--- src/rtl/counter_74x163.sv ---
// Synchronous 4-bit-style binary counter modelled on the 74x163: clear, load, count, hold.
// Define COUNTER_74X163_SYNC_EN to pass the control inputs through 2-flop synchronizers.
module counter_74x163 #(
  parameter int WIDTH = 4
) (
  input  logic             CLK,
  input  logic             RST,
  input  logic             CLR_N,
  input  logic             LOAD_N,
  input  logic             ENP,
  input  logic             ENT,
  input  logic [WIDTH-1:0] D,
  output logic [WIDTH-1:0] Q,
  output logic             RCO
);

  localparam logic [3:0] CTL_IDLE = 4'b1100;  // {CLR_N, LOAD_N, ENP, ENT} all inactive

  logic             clr_n_eff;
  logic             load_n_eff;
  logic             enp_eff;
  logic             ent_eff;
  logic [WIDTH-1:0] count_p0;

  function automatic logic [WIDTH-1:0] next_count(
    input logic [WIDTH-1:0] cur,
    input logic [WIDTH-1:0] din,
    input logic             clr_n,
    input logic             load_n,
    input logic             enp,
    input logic             ent
  );
    logic [WIDTH-1:0] nxt;
    nxt = cur;
    if (!clr_n)          nxt = '0;
    else if (!load_n)    nxt = din;
    else if (enp && ent) nxt = cur + WIDTH'(1);  // natural wrap, no saturation
    return nxt;
  endfunction

`ifdef COUNTER_74X163_SYNC_EN
  logic [3:0] ctl_p0;
  logic [3:0] ctl_p1;

  // Synchronizer stages: raw pins -> ctl_p0 -> ctl_p1
  always_ff @(posedge CLK) begin
    if (RST) begin
      ctl_p0 <= CTL_IDLE;
      ctl_p1 <= CTL_IDLE;
    end else begin
      ctl_p0 <= {CLR_N, LOAD_N, ENP, ENT};
      ctl_p1 <= ctl_p0;
    end
  end

  assign {clr_n_eff, load_n_eff, enp_eff, ent_eff} = ctl_p1;
`else
  assign {clr_n_eff, load_n_eff, enp_eff, ent_eff} = {CLR_N, LOAD_N, ENP, ENT};
`endif

  // Count register stage
  always_ff @(posedge CLK) begin
    if (RST) count_p0 <= '0;
    else     count_p0 <= next_count(count_p0, D, clr_n_eff, load_n_eff, enp_eff, ent_eff);
  end

  assign Q   = count_p0;
  assign RCO = ent_eff && (count_p0 == {WIDTH{1'b1}});

endmodule

--- config.mk ---
export PLATFORM = sky130hd
export DESIGN_NAME = counter_74x163
export DESIGN_NICKNAME = d
export VERILOG_FILES = /design/src/rtl/counter_74x163.sv
export SDC_FILE = /design/constraint.sdc
export NUM_CORES = 1
export LEC_CHECK = 0
export CAP_MARGIN = 20
export CORE_AREA = 2 2 39 41
export DETAILED_ROUTE_END_ITERATION = 8
export DIE_AREA = 0 0 41 43
export REMOVE_ABC_BUFFERS = 1
export SYNTH_ARGS = -nofsm -noshare
export SYNTH_HDL_FRONTEND = slang
export SYNTH_SLANG_ARGS = --single-unit
export TNS_END_PERCENT = 30
--- constraint.sdc ---
create_clock -name CLK -period 0.95 [get_ports CLK]
set_input_delay 0.285 -clock CLK [delete_from_list [all_inputs] [get_ports CLK]]
set_output_delay 0.285 -clock CLK [all_outputs]
set_load 0.05 [all_outputs]
Yosys cells after proc, flatten, opt, wreduce, memory -nomap -nowiden
Cells that the tools add are included.
{"block": "op_classes", "n_addsub": 1, "n_mul": 0, "n_div": 0, "order_cmp": 0, "eq_ne": 2, "n_shift": 0, "mux": 2, "n_bitwise": 1, "n_reduce_logical": 3}
{"cell": "two-way mux 4 bit", "count": 2}
{"cell": "adder 4 x 1 -> 4 bit, second input constant", "count": 1}
{"cell": "== test 4 bit, second input constant", "count": 1}
{"cell": "logical AND 1 bit", "count": 2}
{"cell": "!= test 2 x 1 -> 1 bit, second input constant", "count": 1}
{"cell": "OR reduction 2 bit", "count": 1}
{"cell": "NOT 1 bit", "count": 1}
{"block": "word_totals", "register_bits": 4, "latchBits": 0, "ram_bits": 0, "rom_bits": 0, "inputBits": 10, "output_inout_bits": 5, "elab_cells": 10, "n_memories": 0}

Depth between registers and ports, before layout
Gate-level depths: netlist of the first run.
{"block": "depth", "ltp_word": 3, "ltp_mapped": 4, "ltp_nobuf": 4}

Least setup slack after synthesis of the first run
OpenSTA, ideal clock, no wires.
{"block": "synth_path", "kind": "register to output", "startpoint": "reg count_p0[0], in the netlist Q[0]", "endpoint": "out RCO", "arrival_ns": 1.633, "slack_ns": -0.968, "path_stages_with_launch": 4, "n_path_buf": 0, "cell_sequence": "dfxtp_1 -> ha_1 -> nand2_1 -> nor2_1"}
{"block": "synth_between", "elab_chain_cells": 2}
{"element": "start, declared", "line": "23", "text": "logic [WIDTH-1:0] count_p0;"}
{"element": "start signal, assigned", "line": "64", "text": "else count_p0 <= next_count(count_p0, D, clr_n_eff, load_n_eff, enp_eff, ent_eff);"}
{"element": "== test 4 bit", "line": "68", "text": "assign RCO = ent_eff && (count_p0 == {WIDTH{1'b1}});"}
{"element": "logical AND 1 bit", "line": "68"}
{"element": "end, declared", "line": "14", "text": "output logic RCO"}
No other way between the ends.

Worst setup path after layout of the first run
Same ends and word-level chain as after synthesis.

==> results.md, run 1 <==
* Status: finished, violations left
* Failing checks: setup timing
* Critical path type: reg2out
* CP peak stage delay at ~0.36 ns
* Largest family of logic cells by synthesized area: simple AND/OR/NAND/NOR gates
* Adder-Cell Fraction of Synth Area at 0.0588
* Nets@finish at 65
* Top fanout value on the critical path at 2
* Detailed Routing Iterations Pass 1 at 4
* Global-route wire length before repair at about 1100 um
* Top post-synthesis cells by count: dfxtp_1 (4), nand2_1 (4), nand3_1 (3), nor2_1 (3), o21ai_0 (3)
* Tightest hold margin at 0.506 ns
* Core area at about 1400 um2
* Worst-path clk slew at 0.04 ns
* Minimum clock period at between 1 and 1.5 ns
* Final period util at 1.38
* Hold Vio Cnt, Final at 0
* Die ar. at between 1500 and 2000 um2
* Compound-cell area share of the yosys netlist at 0.200
* Synth warnings at 0
* Hold-fix buffers, CTS at 0
* Share of flip-flops with an asynchronous set or reset at 0
* GRT overflow at 0
* I/O pin count at 15
* Worst skew pair latency at approximately 0.24 ns
* Initial Util at 0.154
* Flop and latch count out of synthesis at 4
* Clk sinks at 4
* Max reg flops at 4
* Worst Setup End Kind: primary output
* Slew headroom at 0.861
* Post-synthesis xor/xnor area fraction at 0.0824
* Post-synth EDFFs at 0
* CTS max path bufs at 2
* Max Slew Vio Count at 0
* Power Dens Cells at slightly above 1000 nW/um2
* Crit-path slowest cell: dfxtp_4
* CTS tree: yes
* DP Wirelength at around 500 um
* Largest net degree at the start of global routing at 8
* Synth Flop Type: dfxtp_1
* Max cap viols at 0
* Count of cell types in the netlist at 14
* Drt drc at 0
* Data arrival time of the worst path at a little over 1 ns
* Synth Instances at 27
* CP cell instances: ha_4, nand2_4, nor2_4, buf_12
* Fillers at approximately 140
* Peak VDD IR at ~0.00064 V
* Routed len/inst at between 9 and 10 um
* Ant diodes at 0
* Critical path data required time at 0.66 ns
* Syn Std Cell Area at approximately 210 um2
* CTS buffer count at 3
* Number of antenna violations at the first check in global routing at 0
* Die Ht at 43 um
* Via count at between 200 and 300
* Initial DRC Count at 4
* Clk root buf: clkbuf_4
* Startpoint Class: register
* Vias per cell at 4.29
* Row cnt at 14
* Width of the die at 41 um
* Max frequency at between 700 and 800 MHz
* GRT Util Overall at 0.0974
* Layout area overhead at 159%
* Sequential cell area fraction in the yosys report at 0.376
* CTS H-Tree Depth at 1
* Antenna-violating nets left at 0
* Mux contribution to synthesized area at 0
* Routed Wire Length at roughly 640 um
* Worst Max-Slew Pin Slew at roughly 0.21 ns
* Area leader, netlist: dfxtp_1
* Dpl ws at -0.555 ns
* Unrepaired setup endpoints after global routing: true
* Routability cong. at between 0.6 and 0.7
* Leak at ~0.23 nW
* IO buf count at 14
* Simple-Gate Fraction of Synth Area at 0.282
* Layout cells sized above 1 at 0.462
* Clk_skew at 0.00165 ns
* Synth top area share at 0.376
* Final setup fails at 8
* Syn avg cell area at 7.88 um2
* Vias in the first global route at 301
* Worst hold path class: in2reg
* Top post-synthesis cells by area: dfxtp_1 (38%), xor2_1 (8.2%), nand3_1 (7.1%)
* Final setup margin at -0.357 ns
cells by family after synthesis:
family,count (synthesis)
XOR/XNOR,2
AND/OR/NAND/NOR,13
AO/OA/AOI/OAI,7
adder cells (fa/ha/maj),1
flip-flops,4
final timing paths:
path | cells past startpoint | end | slack [ns] | startpoint
max | 4 | RCO | -0.36 | Q[0]
min | 2 | Q[0] | 0.51 | LOAD_N
max reg2reg | 4 | Q[3] | -0.14 | Q[1]
min reg2reg | 2 | Q[3] | 0.53 | Q[3]
cell type report:
| type | count | area (um2) | area share |
|---|---|---|---|
| Timing Repair Buffer | 22 | 258 | 0.468 |
| Tap cell | 16 | 20.0 | 0.0364 |
| Clock buffer | 3 | 22.5 | 0.0409 |
| Sequential cell | 4 | 87.6 | 0.159 |
| Multi-Input combinational cell | 23 | 163 | 0.295 |
cell usage in the layout (no fill, tap or decap), types with 2 or more instances in the layout:
master | netlist | routed
nand2_1 | 4 | 2
o21ai_0 | 3 | 3
buf_6 | 0 | 3
nor2_1 | 3 | 2
nand3_1 | 3 | 3
clkbuf_4 | 0 | 3
dfxtp_2 | 0 | 3
buf_12 | 0 | 5
buf_4 | 0 | 5
xor2_1 | 2 | 2
dlygate4sd2_1 | 0 | 3
clkdlybuf4s50_1 | 0 | 6
worst max-delay path: cells and delay by family, from the launching register on:
family / cells / cell delay (ns)
fa+ha+maj: 1 / 0.15
flops: 1 / 0.36
simple gates: 2 / 0.14
buf+inv: 1 / 0.14
power by group:
| group | total [W] | internal [W] | switching, W |
|---|---|---|---|
| clock | 0.000213 | 0.000141 | 0.0000713 |
| sequential | 0.000186 | 0.000177 | 0.00000872 |
| combinational | 0.000162 | 0.0000935 | 0.0000683 |
| total | 0.000560 | 0.000412 | 0.000148 |
stage by stage:
stage | area [um2] | std cells | power (W) | util | setup TNS (ns)
floorplan | 213 | 27 | 0.000234 | - | -2.16
global route | 551 | 68 | 0.000601 | 0.398 | -1.68
detailed placement | 475 | 64 | 0.000339 | 0.344 | -2.33
global placement | 475 | 64 | 0.000339 | 0.344 | -2.24
finish | 551 | 68 | 0.000560 | 0.398 | -1.28
CTS | 528 | 67 | 0.000566 | 0.382 | -1.29
timing repair:
action,CTS,global route
setup buffers,0,1
setup endpoints to repair,9,9
resized for setup,14,4
hold endpoints to repair,0,0
pin swaps,2,4
routing by layer:
metal,track usage,routed length (um),up-vias,part of all wire
li1,-,-,148,-
met1,0.0965,244,132,0.38
met2,0.144,329,12,0.51
met3,0.0942,65,0,0.10
met4,0.0200,0,0,0
met5,0,0,-,0
Power figures use the tool's default switching activity.
==> inputs of run 2 (changes only) <==
- HOLD_SLACK_MARGIN: unset -> 0.02
- SLEW_MARGIN: unset -> 25
==> results of run 2 <==
Final layout, timing and power as in run 1 (identical DEF).
==> inputs of run 3 (changes only) <==
- GPL_ROUTABILITY_DRIVEN: unset -> 0
- PLACE_DENSITY_LB_ADDON: unset -> 0.25
==> results.md, run 3 (same netlist as run 1, synthesis figures left out) <==
* Status: finished, violations left
* Failing checks: setup timing
* Final period util at 1.37 (-0.00368)
* Reg2reg start: Q[1]
* Row cnt at 14 (unchanged)
* CTS H-Tree Depth at 1 (unchanged)
* Data arrival time of the worst path at 1.02 ns (about the same)
* Clk root buf: clkbuf_4
* CTS max path bufs at 2 (unchanged)
* Net switching power at 0.000153 W (+2.8%)
* IO buf count at 14 (unchanged)
* Die ar. at 1760 um2 (unchanged)
* Routed Wire Length at 758 um (+19%)
* Max reg flops at 4 (unchanged)
* Metal2 WL at 392 um (+19%)
* Final instance area at 553 um2 (+0.45%)
* Cell Int Power at 0.000412 W (about the same)
* Max Slew Vio Count at 0 (unchanged)
* Number of antenna violations at the first check in global routing at 0 (unchanged)
* DP Area at 475 um2 (unchanged)
* Flop-to-flop setup slack at -0.14 ns (about the same)
* Worst skew pair latency at 0.23 ns (about the same)
* CTS buffer count at 3 (unchanged)
* HP Start: ENP
* Clk_skew at 0.00212 ns (+0.000470 ns)
* Worst Hold Depth at 4 (+2)
* Unrepaired setup endpoints after global routing: true
* Drt drc at 0 (unchanged)
* Antenna-violating nets left at 0 (unchanged)
* CTS tree: yes
* Initial Util at 0.154 (unchanged)
* I/O pin count at 15 (unchanged)
* Met1 wire length at 312 um (+28%)
* Die Ht at 43 um (unchanged)
* Core area at 1380 um2 (unchanged)
* Met3 routed wirelength at 49 um (-25%)
* Most common cell after layout, fill and taps aside: clkdlybuf4s50_1
* Worst Max-Slew Pin Slew at 0.260 ns (+0.0527 ns)
* Detailed Routing Iterations Pass 1 at 2 (-2)
* Post CTS Setup Buffer Count at 0 (unchanged)
* Top fanout value on the critical path at 2 (unchanged)
* Initial DRC Count at 3 (-1)
* Setup TNS at -1.27 ns (+0.00895 ns)
* Layout area overhead at 160%
* Top Layer Used: met4
* Nets@finish at 64 (-1.5%)
* Max cap viols at 0 (unchanged)
* Max frequency at 767 MHz (+0.27%)
* Width of the die at 41 um (unchanged)
* Comb pwr share at 0.291 (+0.002)
* Layout cells sized above 1 at 0.510 (+0.0483)
* Final setup margin at -0.354 ns (+0.00349 ns)
* Power Dens Cells at 1020 nW/um2 (+0.36%)
* Seq pwr share at 0.331 (about the same)
* Worst Setup End Kind: primary output
* Hold-fix buffers, CTS at 0 (unchanged)
* Global-route wire length before repair at 1180 um (+10%)
* Hold Vio Cnt, Final at 0 (unchanged)
* Critical path data required time at 0.66 ns (about the same)
* RR Endpoint: Q[3]
* Vias in the first global route at 305 (+1.3%)
* Via count at 291 (-0.34%)
* Clock Power Share at 0.378 (-0.002)
* Largest net degree at the start of global routing at 9 (+1)
* Final setup fails at 7 (-1)
* Leak at 0.220 nW (-2.6%)
* Startpoint Class: register
* Peak VDD IR at 0.000459 V (-28%)
* Total power at 0.000565 W (+0.82%)
* Hold Path Sink: Q[3]
* Routed len/inst at 11.3 um (+20%)
* Worst-path clk slew at 0.04 ns (about the same)
* GRT Util Overall at 0.104 (+0.00682)
* Slew headroom at 0.826 (-0.0342)
* Worst hold path class: in2reg
* Critical path type: reg2out
* GRT overflow at 0 (unchanged)
* Minimum clock period at 1.30 ns (-0.00349 ns)
* Cells on worst reg2reg path at 4 (unchanged)
* Tightest hold margin at 0.525 ns (+0.0190 ns)
* Vias per cell at 4.34 (+1.1%)
* Switch share at 0.270 (+0.00533)
* Ant diodes at 0 (unchanged)
* Clk sinks at 4 (unchanged)
* Most frequent cells in the layout: clkdlybuf4s50_1 (6), buf_12 (5), buf_4 (5)
[run 3: changes by cell type in the layout (fill, tap and decap cells not counted), sizes merged]
cell / previous run / this run
buf: 13 / 12
dlygate4sd2: 3 / 1
clkdlybuf4s15: 0 / 2
[run 3: power by group through the flow]
| stage | Combinational [W] | Clock [W] | Sequential, W |
|---|---|---|---|
| detailed placement | 0.000155 | 0 | 0.000183 |
| global placement | 0.000156 | 0 | 0.000184 |
| finish | 0.000164 | 0.000213 | 0.000187 |
| CTS | 0.000157 | 0.000228 | 0.000185 |
| global route | 0.000175 | 0.000244 | 0.000188 |
| floorplan | 0.0000213 | 0 | 0.000213 |
[run 3: routing by layer]
layer,track usage,up-vias
met3,0.0314,2
met4,0.0800,0
met1,0.121,130
met5,0,-
met2,0.150,13
li1,-,146
[run 3: repair_timing]
action | 4_1_cts | 5_1_grt
setup endpoints to repair | 9 | 9
pin swaps | 3 | 4
gates resized for setup | 14 | 7
[run 3: worst max-delay path: stages (launching register included)]
cell     delay, ns
dfxtp_2       0.35
ha_4          0.15
nand2_4       0.05
nor2_4        0.09
buf_12        0.14
[run 3: cell type report]
type,instances,area [um2]
flip-flops and latches,4,85.1
fillers,145,831
repair buffers,21,249
multi-input cells,23,176
well taps,16,20.0
clock buffers,3,22.5
[run 3: worst max-delay path by stage]
stage | from | end | depth (start not counted)
floorplan | Q[0] | RCO | 3
global placement | ENT | RCO | 4
detailed placement | ENT | RCO | 4
CTS | Q[0] | RCO | 4
global route | Q[1] | RCO | 4
finish | Q[1] | RCO | 4
[run 3: stage by stage]
stage	cells	util	setup slack [ns]
6_report	67	0.400	-0.354
5_1_grt	67	0.400	-0.383
4_1_cts	67	0.383	-0.384
3_5_place_dp	64	0.344	-0.540
3_3_place_gp	64	0.344	-0.527
2_1_floorplan	27	-	-0.968
